==> src/rtl/amiq_i2c_slave_pkg.sv <==
// amiq_i2c_slave_pkg: FSM states and bus constants shared by the I2C slave register file
package amiq_i2c_slave_pkg;
   typedef enum logic [3:0] {
      IDLE, ADDR, ADDR_ACK, PTR, PTR_ACK, WDATA, WDATA_ACK, RDATA, RD_ACK, IGNORE
   } state_t;
   localparam logic ACK      = 1'b0;
   localparam logic NACK     = 1'b1;
   localparam logic RW_WRITE = 1'b0;
   localparam logic RW_READ  = 1'b1;
endpackage

==> src/rtl/amiq_i2c_bus_mon.sv <==
// amiq_i2c_bus_mon: synchronizes SCL/SDA and flags SCL edges and START/STOP conditions
module amiq_i2c_bus_mon (
   input  logic clock,
   input  logic reset,
   input  logic scl_i,
   input  logic sda_i,
   output logic scl_rise,
   output logic scl_fall,
   output logic start_det,
   output logic stop_det,
   output logic sda_s
);
   // [1] is the synchronized level, [2] its one-cycle history for edge detection
   logic [2:0] scl_q, sda_q;
   always_ff @(posedge clock or posedge reset) begin
      if (reset) begin
         scl_q <= '1;
         sda_q <= '1;
      end else begin
         scl_q <= {scl_q[1:0], scl_i};
         sda_q <= {sda_q[1:0], sda_i};
      end
   end
   assign sda_s     = sda_q[1];
   assign scl_rise  = scl_q[1] & ~scl_q[2];
   assign scl_fall  = ~scl_q[1] & scl_q[2];
   assign start_det = scl_q[1] & scl_q[2] & sda_q[2] & ~sda_q[1];
   assign stop_det  = scl_q[1] & scl_q[2] & ~sda_q[2] & sda_q[1];
endmodule

==> src/rtl/amiq_i2c_slave_regfile.sv <==
// amiq_i2c_slave_regfile: I2C slave exposing NUM_REGS byte registers behind an auto-incrementing pointer
module amiq_i2c_slave_regfile
   import amiq_i2c_slave_pkg::*;
#(
   parameter logic [6:0] SLAVE_ADDR = 7'h50,
   parameter int         NUM_REGS   = 16
) (
   input  logic                        clock,
   input  logic                        reset,
   input  logic                        scl_i,
   input  logic                        sda_i,
   output logic                        sda_o_en,
   output logic                        busy,
   output logic                        wr_strobe,
   output logic                        rd_strobe,
   output logic [$clog2(NUM_REGS)-1:0] reg_addr,
   output logic [7:0]                  reg_wdata
);
   localparam int PW = $clog2(NUM_REGS);
   state_t        state;
   logic [3:0]    cnt;
   logic [7:0]    shreg;
   logic [6:0]    tx;
   logic          ack_bit;
   logic [PW-1:0] ptr, nxt, rd_idx;
   logic [7:0]    regs [NUM_REGS];
   logic          scl_rise, scl_fall, start_det, stop_det, sda_s, byte_done;

   amiq_i2c_bus_mon u_mon (
      .clock     (clock),
      .reset     (reset),
      .scl_i     (scl_i),
      .sda_i     (sda_i),
      .scl_rise  (scl_rise),
      .scl_fall  (scl_fall),
      .start_det (start_det),
      .stop_det  (stop_det),
      .sda_s     (sda_s)
   );

   // a load from RD_ACK fetches the next register, from ADDR_ACK the current one
   always_comb begin
      nxt       = ptr + 1'b1;
      rd_idx    = (state == RD_ACK) ? nxt : ptr;
      byte_done = (cnt == 4'd8);
   end

   always_ff @(posedge clock or posedge reset) begin
      if (reset) begin
         state     <= IDLE;
         cnt       <= '0;
         shreg     <= '0;
         tx        <= '0;
         ack_bit   <= NACK;
         ptr       <= '0;
         sda_o_en  <= 1'b0;
         busy      <= 1'b0;
         wr_strobe <= 1'b0;
         rd_strobe <= 1'b0;
         reg_addr  <= '0;
         reg_wdata <= '0;
         for (int i = 0; i < NUM_REGS; i++) regs[i] <= '0;
      end else begin
         wr_strobe <= 1'b0;
         rd_strobe <= 1'b0;
         if (start_det) begin
            state    <= ADDR;
            cnt      <= '0;
            sda_o_en <= 1'b0;
         end else if (stop_det) begin
            state    <= IDLE;
            cnt      <= '0;
            sda_o_en <= 1'b0;
            busy     <= 1'b0;
         end else if (scl_rise) begin
            if (state inside {ADDR, PTR, WDATA, RDATA}) begin
               shreg <= {shreg[6:0], sda_s};
               cnt   <= cnt + 1'b1;
            end
            if (state == RD_ACK) ack_bit <= sda_s;
         end else if (scl_fall) begin
            case (state)
               ADDR: if (byte_done) begin
                  cnt <= '0;
                  if (shreg[7:1] == SLAVE_ADDR) begin
                     state    <= ADDR_ACK;
                     sda_o_en <= 1'b1;
                     busy     <= 1'b1;
                  end else state <= IGNORE;
               end
               ADDR_ACK: if (shreg[0] == RW_READ) begin
                  state     <= RDATA;
                  tx        <= regs[rd_idx][6:0];
                  sda_o_en  <= ~regs[rd_idx][7];
                  rd_strobe <= 1'b1;
                  reg_addr  <= rd_idx;
               end else begin
                  state    <= PTR;
                  sda_o_en <= 1'b0;
               end
               PTR: if (byte_done) begin
                  cnt      <= '0;
                  ptr      <= shreg[PW-1:0];
                  sda_o_en <= 1'b1;
                  state    <= PTR_ACK;
               end
               PTR_ACK, WDATA_ACK: begin
                  sda_o_en <= 1'b0;
                  state    <= WDATA;
               end
               WDATA: if (byte_done) begin
                  cnt        <= '0;
                  regs[ptr]  <= shreg;
                  wr_strobe  <= 1'b1;
                  reg_addr   <= ptr;
                  reg_wdata  <= shreg;
                  ptr        <= nxt;
                  sda_o_en   <= 1'b1;
                  state      <= WDATA_ACK;
               end
               RDATA: if (byte_done) begin
                  cnt      <= '0;
                  sda_o_en <= 1'b0;
                  state    <= RD_ACK;
               end else begin
                  sda_o_en <= ~tx[6];
                  tx       <= {tx[5:0], 1'b0};
               end
               RD_ACK: if (ack_bit == ACK) begin
                  state     <= RDATA;
                  ptr       <= nxt;
                  tx        <= regs[rd_idx][6:0];
                  sda_o_en  <= ~regs[rd_idx][7];
                  rd_strobe <= 1'b1;
                  reg_addr  <= rd_idx;
               end else state <= IGNORE;
               default: ;
            endcase
         end
      end
   end
endmodule

==> config.mk <==
export PLATFORM = sky130hd
export DESIGN_NAME = amiq_i2c_slave_regfile
export DESIGN_NICKNAME = d
export VERILOG_FILES = /design/src/rtl/amiq_i2c_slave_pkg.sv /design/src/rtl/amiq_i2c_bus_mon.sv /design/src/rtl/amiq_i2c_slave_regfile.sv
export SDC_FILE = /design/constraint.sdc
export NUM_CORES = 1
export LEC_CHECK = 0
export CAP_MARGIN = 30
export CORE_ASPECT_RATIO = 1.1
export CORE_MARGIN = 8
export CORE_UTILIZATION = 57
export CTS_CLUSTER_DIAMETER = 30
export DETAILED_ROUTE_END_ITERATION = 6
export MAX_ROUTING_LAYER = met4
export PLACE_DENSITY_LB_ADDON = 0.2
export SETUP_SLACK_MARGIN = 0.5
export SLEW_MARGIN = 20
export SYNTH_ARGS = -nofsm -noshare
export SYNTH_HDL_FRONTEND = slang
export SYNTH_SLANG_ARGS = --single-unit
==> constraint.sdc <==
create_clock -name clock -period 6.8 [get_ports clock]
set_input_delay 2.04 -clock clock [delete_from_list [all_inputs] [get_ports clock]]
set_output_delay 2.04 -clock clock [all_outputs]
set_load 0.02 [all_outputs]
==> results.md, run 1 <==
- Status: complete, no violations
- Critical path peak fanout: 39
- Arrival time at the worst endpoint: 4.25 ns
- RR Startpoint: ptr[0]$_DFFE_PP0P_
- CP cell instances: inv_1 -> ha_2 -> buf_12 -> nor2b_1 -> mux2i_1 -> o22ai_1 -> a2111oi_0 -> nor4b_1 -> o22ai_1
- Total global-route track usage: 0.254
- Top post-synthesis cells by area: dfrtp_1, mux2_2, mux4_2
- # nets final: 826
- Multi-input gate area: 4970 sq um
- Avg Cell Area, Syn: 11.8 sq um
- Cell Area, Synth: 9810 sq um
- Routed vias: 7051
- Sw Pwr: 0.00123 W
- Maximum VDD drop: 0.000183 V
- Clk_lat worst skew: 0.43 ns
- Final cell count without fillers: 1060
- Most frequent cells in the layout: dfrtp_1, mux2_2, nand2_1
- CTS clk-pin slew, worst paths: 0.07 ns
- Synthesized flop and latch total: roughly 180
- M2 GR Usage: 0.399
- # IOs: 20
- Final setup viols: 0
- Congestion Overflow GR: 0
- Vias in the first global route: 7204
- Sw Ratio: 0.376
- Filler Cell Count: 1299
- Dominant cell type by area after synthesis: dfrtp_1
- Post-Route WL: 25700 um
- Post_cts resized: 0
- Final min period: approximately 3.9 ns
- Chip width: 141 um
- Net Count, Synth: about 840
- Placer Congestion: 0.951
- Max Cap Viol: 0
- I/O Buffers: 19
- Post-CTS setup buffer count: 0
- Comb power frac: 0.270
- Die H: about 150 um
- Worst setup EP type: register
- Starting density of the core: 0.578
- Achievable clock frequency: ~0.26 GHz
- Die area: roughly 22000 sq um
- Initial antenna violation count: 0
- Hold path start: u_mon.sda_q[0]$_DFF_PP1_
- Slew @ Worst Pin: 0.939 ns
- Slew HR: 0.374
- Ant. Diodes: 0
- Most common cell on crit path: o22ai_1
- Worst stage delay on the critical path: 0.78 ns
- GRT Max-Usage Layer: met2
- Leakage: between 4 and 5 nW
- Sequential fraction of the synthesis area: 0.455
- Vias/cell: ~6.7
- Met3 usage: 0.0502
- DRC Markers: 0
- Area growth syn-to-layout: 9.46%
- Post-synth EDFFs: 0
- Final Hold Violating Endpoints: 0
- Kind of critical path: register to register
- Sequential share of power: 0.426
- Final hold slack: between 0.3 and 0.4 ns
- H-Tree Depth: 4
- Cells after synthesis: 829
- Root buf cell: clkbuf_16
- Tot Pwr: 0.00328 W
- Async SR Flop Fraction: 1.00
- Post-CTS Hold Fix Bufs: 0
- Largest net degree at the start of global routing: 179
- Clock power share: 0.304
- Final Cycle Share: 0.575
- CTS sink cnt: 178
- Clock Tree Buf Depth: 2
- Routed Antenna Nets: 0
- Final slew viol count: 0
- CP Launch Type: register
- Worst Hold Class: register to register
- Core area: 17000 sq um
- Pre-antenna DRT Iters: 5
- Synth top area share: 0.436
- Start point of the critical path: ptr[0]$_DFFE_PP0P_
- Most common cell after layout, fill and taps aside: dfrtp_1
- Critical-path top delay cell: dfrtp_4
- Worst Path Required: 7.14 ns
- Pwr Density: 306 nW/um^2
- Pint: 0.00205 W
- Yosys warns: 0
- CTS tree: built
- DR iter-0 viols: approximately 650
- Rows: 50
- Share of cells above drive strength 1: 0.312
- Synth cell types: 67
- Final setup skew: 0.00940 ns
- GR Util met1: 0.312
- CTS Buf Count: 17
- Main flop type after synthesis: dfrtp_1
- RSZ-0062 raised after global routing: false
- Setup_tns: 0 ns
- DR WL/cell: 24.3 um
- HPWL Detailed: 16700 um
- FF/Latch Area: ~4500 sq um
- Placed cells: ~1000
- First-pass GRT wire length: 41300 um
-- critical path, delay by kind of cell, from the launching register on --
kind            cells  cell delay (ns)
compound gates      3             0.83
mux                 1             0.53
buf+inv             2             0.70
fa+ha+maj           1             0.64
flops               1             0.78
simple gates        2             0.28
-- stage by stage --
stage                     instance area (sq um)  setup WS (ns)   util
after floorplan                            9810           2.49      -
after global placement                    10100           2.89  0.594
after detailed placement                  10100           2.97  0.595
after CTS                                 10700           2.94  0.630
after global routing                      10700           2.66  0.633
final                                     10700           2.89  0.633
-- sequential cells by signal, indices dropped and copies added, names as in the netlist, 4 cells and up --
| register | cells |
|---|---|
| shreg | 8 |
| regs | 128 |
| reg_addr | 4 |
| tx | 7 |
| ptr | 4 |
| state | 4 |
| cnt | 4 |
| reg_wdata | 8 |
-- worst paths after layout --
path / endpoint / slack [ns] / cells after the start
setup reg to reg: tx[5]$_DFFE_PP0P_ / 2.89 / 9
setup / recovery: tx[5]$_DFFE_PP0P_ / 2.89 / 9
max in group asynchronous: shreg[2]$_DFFE_PP0P_ / 3.84 / 4
hold / removal: u_mon.sda_q[1]$_DFF_PP1_ / 0.36 / 0
hold reg to reg: u_mon.sda_q[1]$_DFF_PP1_ / 0.36 / 0
min in group asynchronous: regs[66]$_DFFE_PP0P_ / 2.00 / 3
-- area by class of cell --
| cell class | instances | area share |
|---|---|---|
| flip-flops and latches | 178 | 0.416 |
| repair buffers | 31 | 0.0311 |
| inverters | 20 | 0.00734 |
| well taps | 234 | 0.0273 |
| clock buffers | 19 | 0.0413 |
| clock inverters | 13 | 0.0139 |
| multi-input cells | 565 | 0.463 |
-- power by group through the flow --
stage | sequential (W) | combinational, W | clock (W)
floorplan | 0.00119 | 0.000807 | 0
global placement | 0.00142 | 0.000831 | 0
detailed placement | 0.00142 | 0.000852 | 0
CTS | 0.00140 | 0.000857 | 0.00101
global route | 0.00142 | 0.000957 | 0.00105
finish | 0.00140 | 0.000885 | 0.000996
-- metal layers --
layer  vias to the layer above  wire (um)
met1                      3637      10600
li1                       3071          -
met4                         0        979
met5                         -          0
met3                        59       1570
met2                       284      12500
-- Yosys cell counts (19+ instances only) --
cell and number:
mux2_2 156, mux2i_1 29, nor2_1 36, nand3_1 30, clkbuf_1 36, dfrtp_1 171, o21ai_0 28, nand2_1 45
inv_1 19, mux4_2 38, a21oi_1 36, nor3_1 19
-- logic make-up after synthesis --
logic type | after synthesis | synth area share
AOI/OAI and AO/OA | 136 | 0.0906
buffers and inverters | 86 | 0.0394
adders and majority gates | 9 | 0.0115
xor gates and xnor gates | 4 | 0.00357
and+or+nand+nor | 193 | 0.104
muxes | 223 | 0.296
DFF | 178 | 0.455
Note: power is estimated with default switching activity, not from simulation.
==> run 2: changes to the inputs <==
--- a/config.mk
+++ b/config.mk
@@ -8,7 +8,7 @@
 export CAP_MARGIN = 30
 export CORE_ASPECT_RATIO = 1.1
 export CORE_MARGIN = 8
-export CORE_UTILIZATION = 57
+export CORE_UTILIZATION = 63
 export CTS_CLUSTER_DIAMETER = 30
 export DETAILED_ROUTE_END_ITERATION = 6
 export MAX_ROUTING_LAYER = met4
==> constraint.sdc (replaced) <==
create_clock -name clock -period 4.05 [get_ports clock]
set_input_delay 1.215 -clock clock [delete_from_list [all_inputs] [get_ports clock]]
set_output_delay 1.215 -clock clock [all_outputs]
set_load 0.02 [all_outputs]
==> run 2 against run 1 <==
Against the previous run: clock-buffer cell count unchanged; routed wire length is 0.99% lower; power up 68%; cell count shrank 2.1%; sequential power grew 67%; utilization is 6.2 points higher; critical path depth shrank 3; clock power up 62%; die area is 8.5% lower; hold slack got worse by 0.0019 ns; critical path type unchanged; sequential cell count unchanged.
==> results.md, run 2 (synthesis gave the netlist of run 1 again) <==
- Final setup viols: 0 (unchanged)
- RSZ-0062 raised after global routing: false
- RR Startpoint: state[0]$_DFFE_PP0P_
- Most frequent cells in the layout: dfrtp_1, mux2_2, nand2_1
- Chip width: 135 um (-4.3%)
- Total global-route track usage: 0.274 (+0.0208)
- WHS Path Cells: 0 (unchanged)
- DRC Markers: 0 (unchanged)
- Max Cap Viol: 0 (unchanged)
- Worst Path Required: 4.37 ns (-2.77 ns)
- Top flop regs: regs: 128 flops, reg_wdata: 8 flops, shreg: 8 flops
- CTS clk-pin slew, worst paths: 0.07 ns (about the same)
- # IOs: 20 (unchanged)
- HPWL Detailed: 17100 um (+2.5%)
- Worst setup EP type: register
- Pwr Density: 513 nW/um^2 (+68%)
- I/O Buffers: 19 (unchanged)
- CP cell instances: nor2b_1 -> nand2_1 -> nor4_4 -> buf_4 -> nand4_1 -> mux2_2
- Achievable clock frequency: 0.298 GHz (+17%)
- Area growth syn-to-layout: 9.40% (about the same)
- Post-Route Utilization: 0.695 (+0.0620)
- Post-CTS Hold Fix Bufs: 0 (unchanged)
- Die area: 19800 sq um (-8.5%)
- Initial antenna violation count: 1 (+1)
- Final slew viol count: 0 (unchanged)
- Worst Hold Class: register to register
- Slew HR: 0.395 (+0.0209)
- Worst Path Buf+Inv: 1 (-1)
- Post_cts resized: 0 (unchanged)
- Final Cycle Share: 0.828 (+0.253)
- R2R setup slack: 0.70 ns (-2.20 ns)
- Core area: 15400 sq um (-9.0%)
- Post-CTS setup buffer count: 0 (unchanged)
- # nets final: 837 (+1.3%)
- DR WL/cell: 24.5 um (+1.1%)
- CTS Buf Count: 17 (unchanged)
- Arrival time at the worst endpoint: 3.67 ns (-0.58 ns)
- Routed Antenna Nets: 0 (unchanged)
- Largest net degree at the start of global routing: 81 (-55%)
- Leakage: 4.76 nW (+0.65%)
- Die H: 147 um (-4.4%)
- Critical-path top delay cell: dfrtp_1
- CP Launch Type: register
- Maximum VDD drop: 0.000418 V (+130%)
- Max reg flops: 128 (unchanged)
- First-pass GRT wire length: 40900 um (-1.1%)
- Clock power share: 0.293 (-0.011)
- Pint: 0.00345 W (+68%)
- Setup_tns: 0 ns (unchanged)
- Slew @ Worst Pin: 0.907 ns (-0.0313 ns)
- Share of cells above drive strength 1: 0.321 (+0.00904)
- Root buf cell: clkbuf_16
- Final min period: 3.35 ns (-0.554 ns)
- CTS sink cnt: 178 (unchanged)
- CTS tree: built
- Status: complete, no violations
- Clk_lat worst skew: 0.44 ns (about the same)
- Sequential share of power: 0.426 (about the same)
- Crit path max-delay family: simple AND/OR/NAND/NOR gates
- Pre-antenna DRT Iters: 5 (unchanged)
- Most common cell after layout, fill and taps aside: dfrtp_1
- DR iter-0 viols: 712 (+10%)
- Vias/cell: 7.04 (+5.8%)
- Sw Pwr: 0.00205 W (+67%)
- H-Tree Depth: 4 (unchanged)
- Starting density of the core: 0.635 (+0.0569)
- Hold path start: u_mon.scl_q[0]$_DFF_PP1_
- Placer Congestion: 0.967 (+1.7%)
- Largest register by flop count: regs
- Congestion Overflow GR: 0 (unchanged)
- Reg2reg end: regs[5]$_DFFE_PP0P_
- Worst stage delay on the critical path: 0.73 ns (-0.05 ns)
- Final Hold Violating Endpoints: 0 (unchanged)
- Comb power frac: 0.281 (+0.011)
- R2R depth: 6 (-3)
- Routed vias: 7304 (+3.6%)
- Final hold slack: 0.355 ns (-0.00191 ns)
- Kind of critical path: register to register
- Final setup skew: 0.00808 ns (-0.00132 ns)
- Clock Tree Buf Depth: 2 (unchanged)
- Post-Route WL: 25500 um (-0.99%)
- Vias in the first global route: 7391 (+2.6%)
- Critical path peak fanout: 19 (-51%)
- WHS Endpoint: u_mon.scl_q[1]$_DFF_PP1_
- Rows: 48 (-4.0%)
- Sw Ratio: 0.373 (-0.00264)
- Start point of the critical path: state[0]$_DFFE_PP0P_
[run 2: per-layer routing]
layer  global-route usage  vias to the layer above  routed length, um
met3               0.0533                      109               1930
met1                0.336                     3710               9800
met5                    -                        -                  0
met4                0.162                        0               1460
li1                     -                     3086                  -
met2                0.418                      399              12300
[run 2: area by class of cell]
type                    instances  area [sq um]
fillers                      1084          4710
multi-input cells             565          4970
flip-flops and latches        178          4470
diodes                          1          2.50
repair buffers                 42           385
inverters                      20          78.8
well taps                     200           250
clock inverters                13           136
clock buffers                  19           433
[run 2: how the worst max path moves through the flow]
stage          depth (start not counted)  slack [ns]              endpoint
6_report                               6        0.70   regs[5]$_DFFE_PP0P_
5_1_grt                                6        0.56  regs[28]$_DFFE_PP0P_
4_1_cts                                6        0.78   regs[5]$_DFFE_PP0P_
3_5_place_dp                           6        0.76   regs[4]$_DFFE_PP0P_
3_3_place_gp                           7        0.88   regs[2]$_DFFE_PP0P_
2_1_floorplan                          1        0.56      busy$_DFFE_PP0P_
[run 2: stage by stage]
| stage | area, sq um | total power (W) | setup slack [ns] | std cells |
|---|---|---|---|---|
| 6_report | 10700 | 0.00550 | 0.697 | 1038 |
| 5_1_grt | 10700 | 0.00571 | 0.563 | 1038 |
| 4_1_cts | 10700 | 0.00545 | 0.781 | 1036 |
| 3_3_place_gp | 10100 | 0.00378 | 0.880 | 1004 |
| 3_5_place_dp | 10200 | 0.00385 | 0.764 | 1004 |
| 2_1_floorplan | 9810 | 0.00336 | 0.560 | 829 |
[run 2: power by group through the flow]
stage	Clock (W)	Sequential, W	Combinational [W]
5_1_grt	0.00169	0.00236	0.00166
4_1_cts	0.00162	0.00232	0.00151
3_3_place_gp	0	0.00233	0.00145
2_1_floorplan	0	0.00201	0.00136
6_report	0.00161	0.00234	0.00154
3_5_place_dp	0	0.00235	0.00150
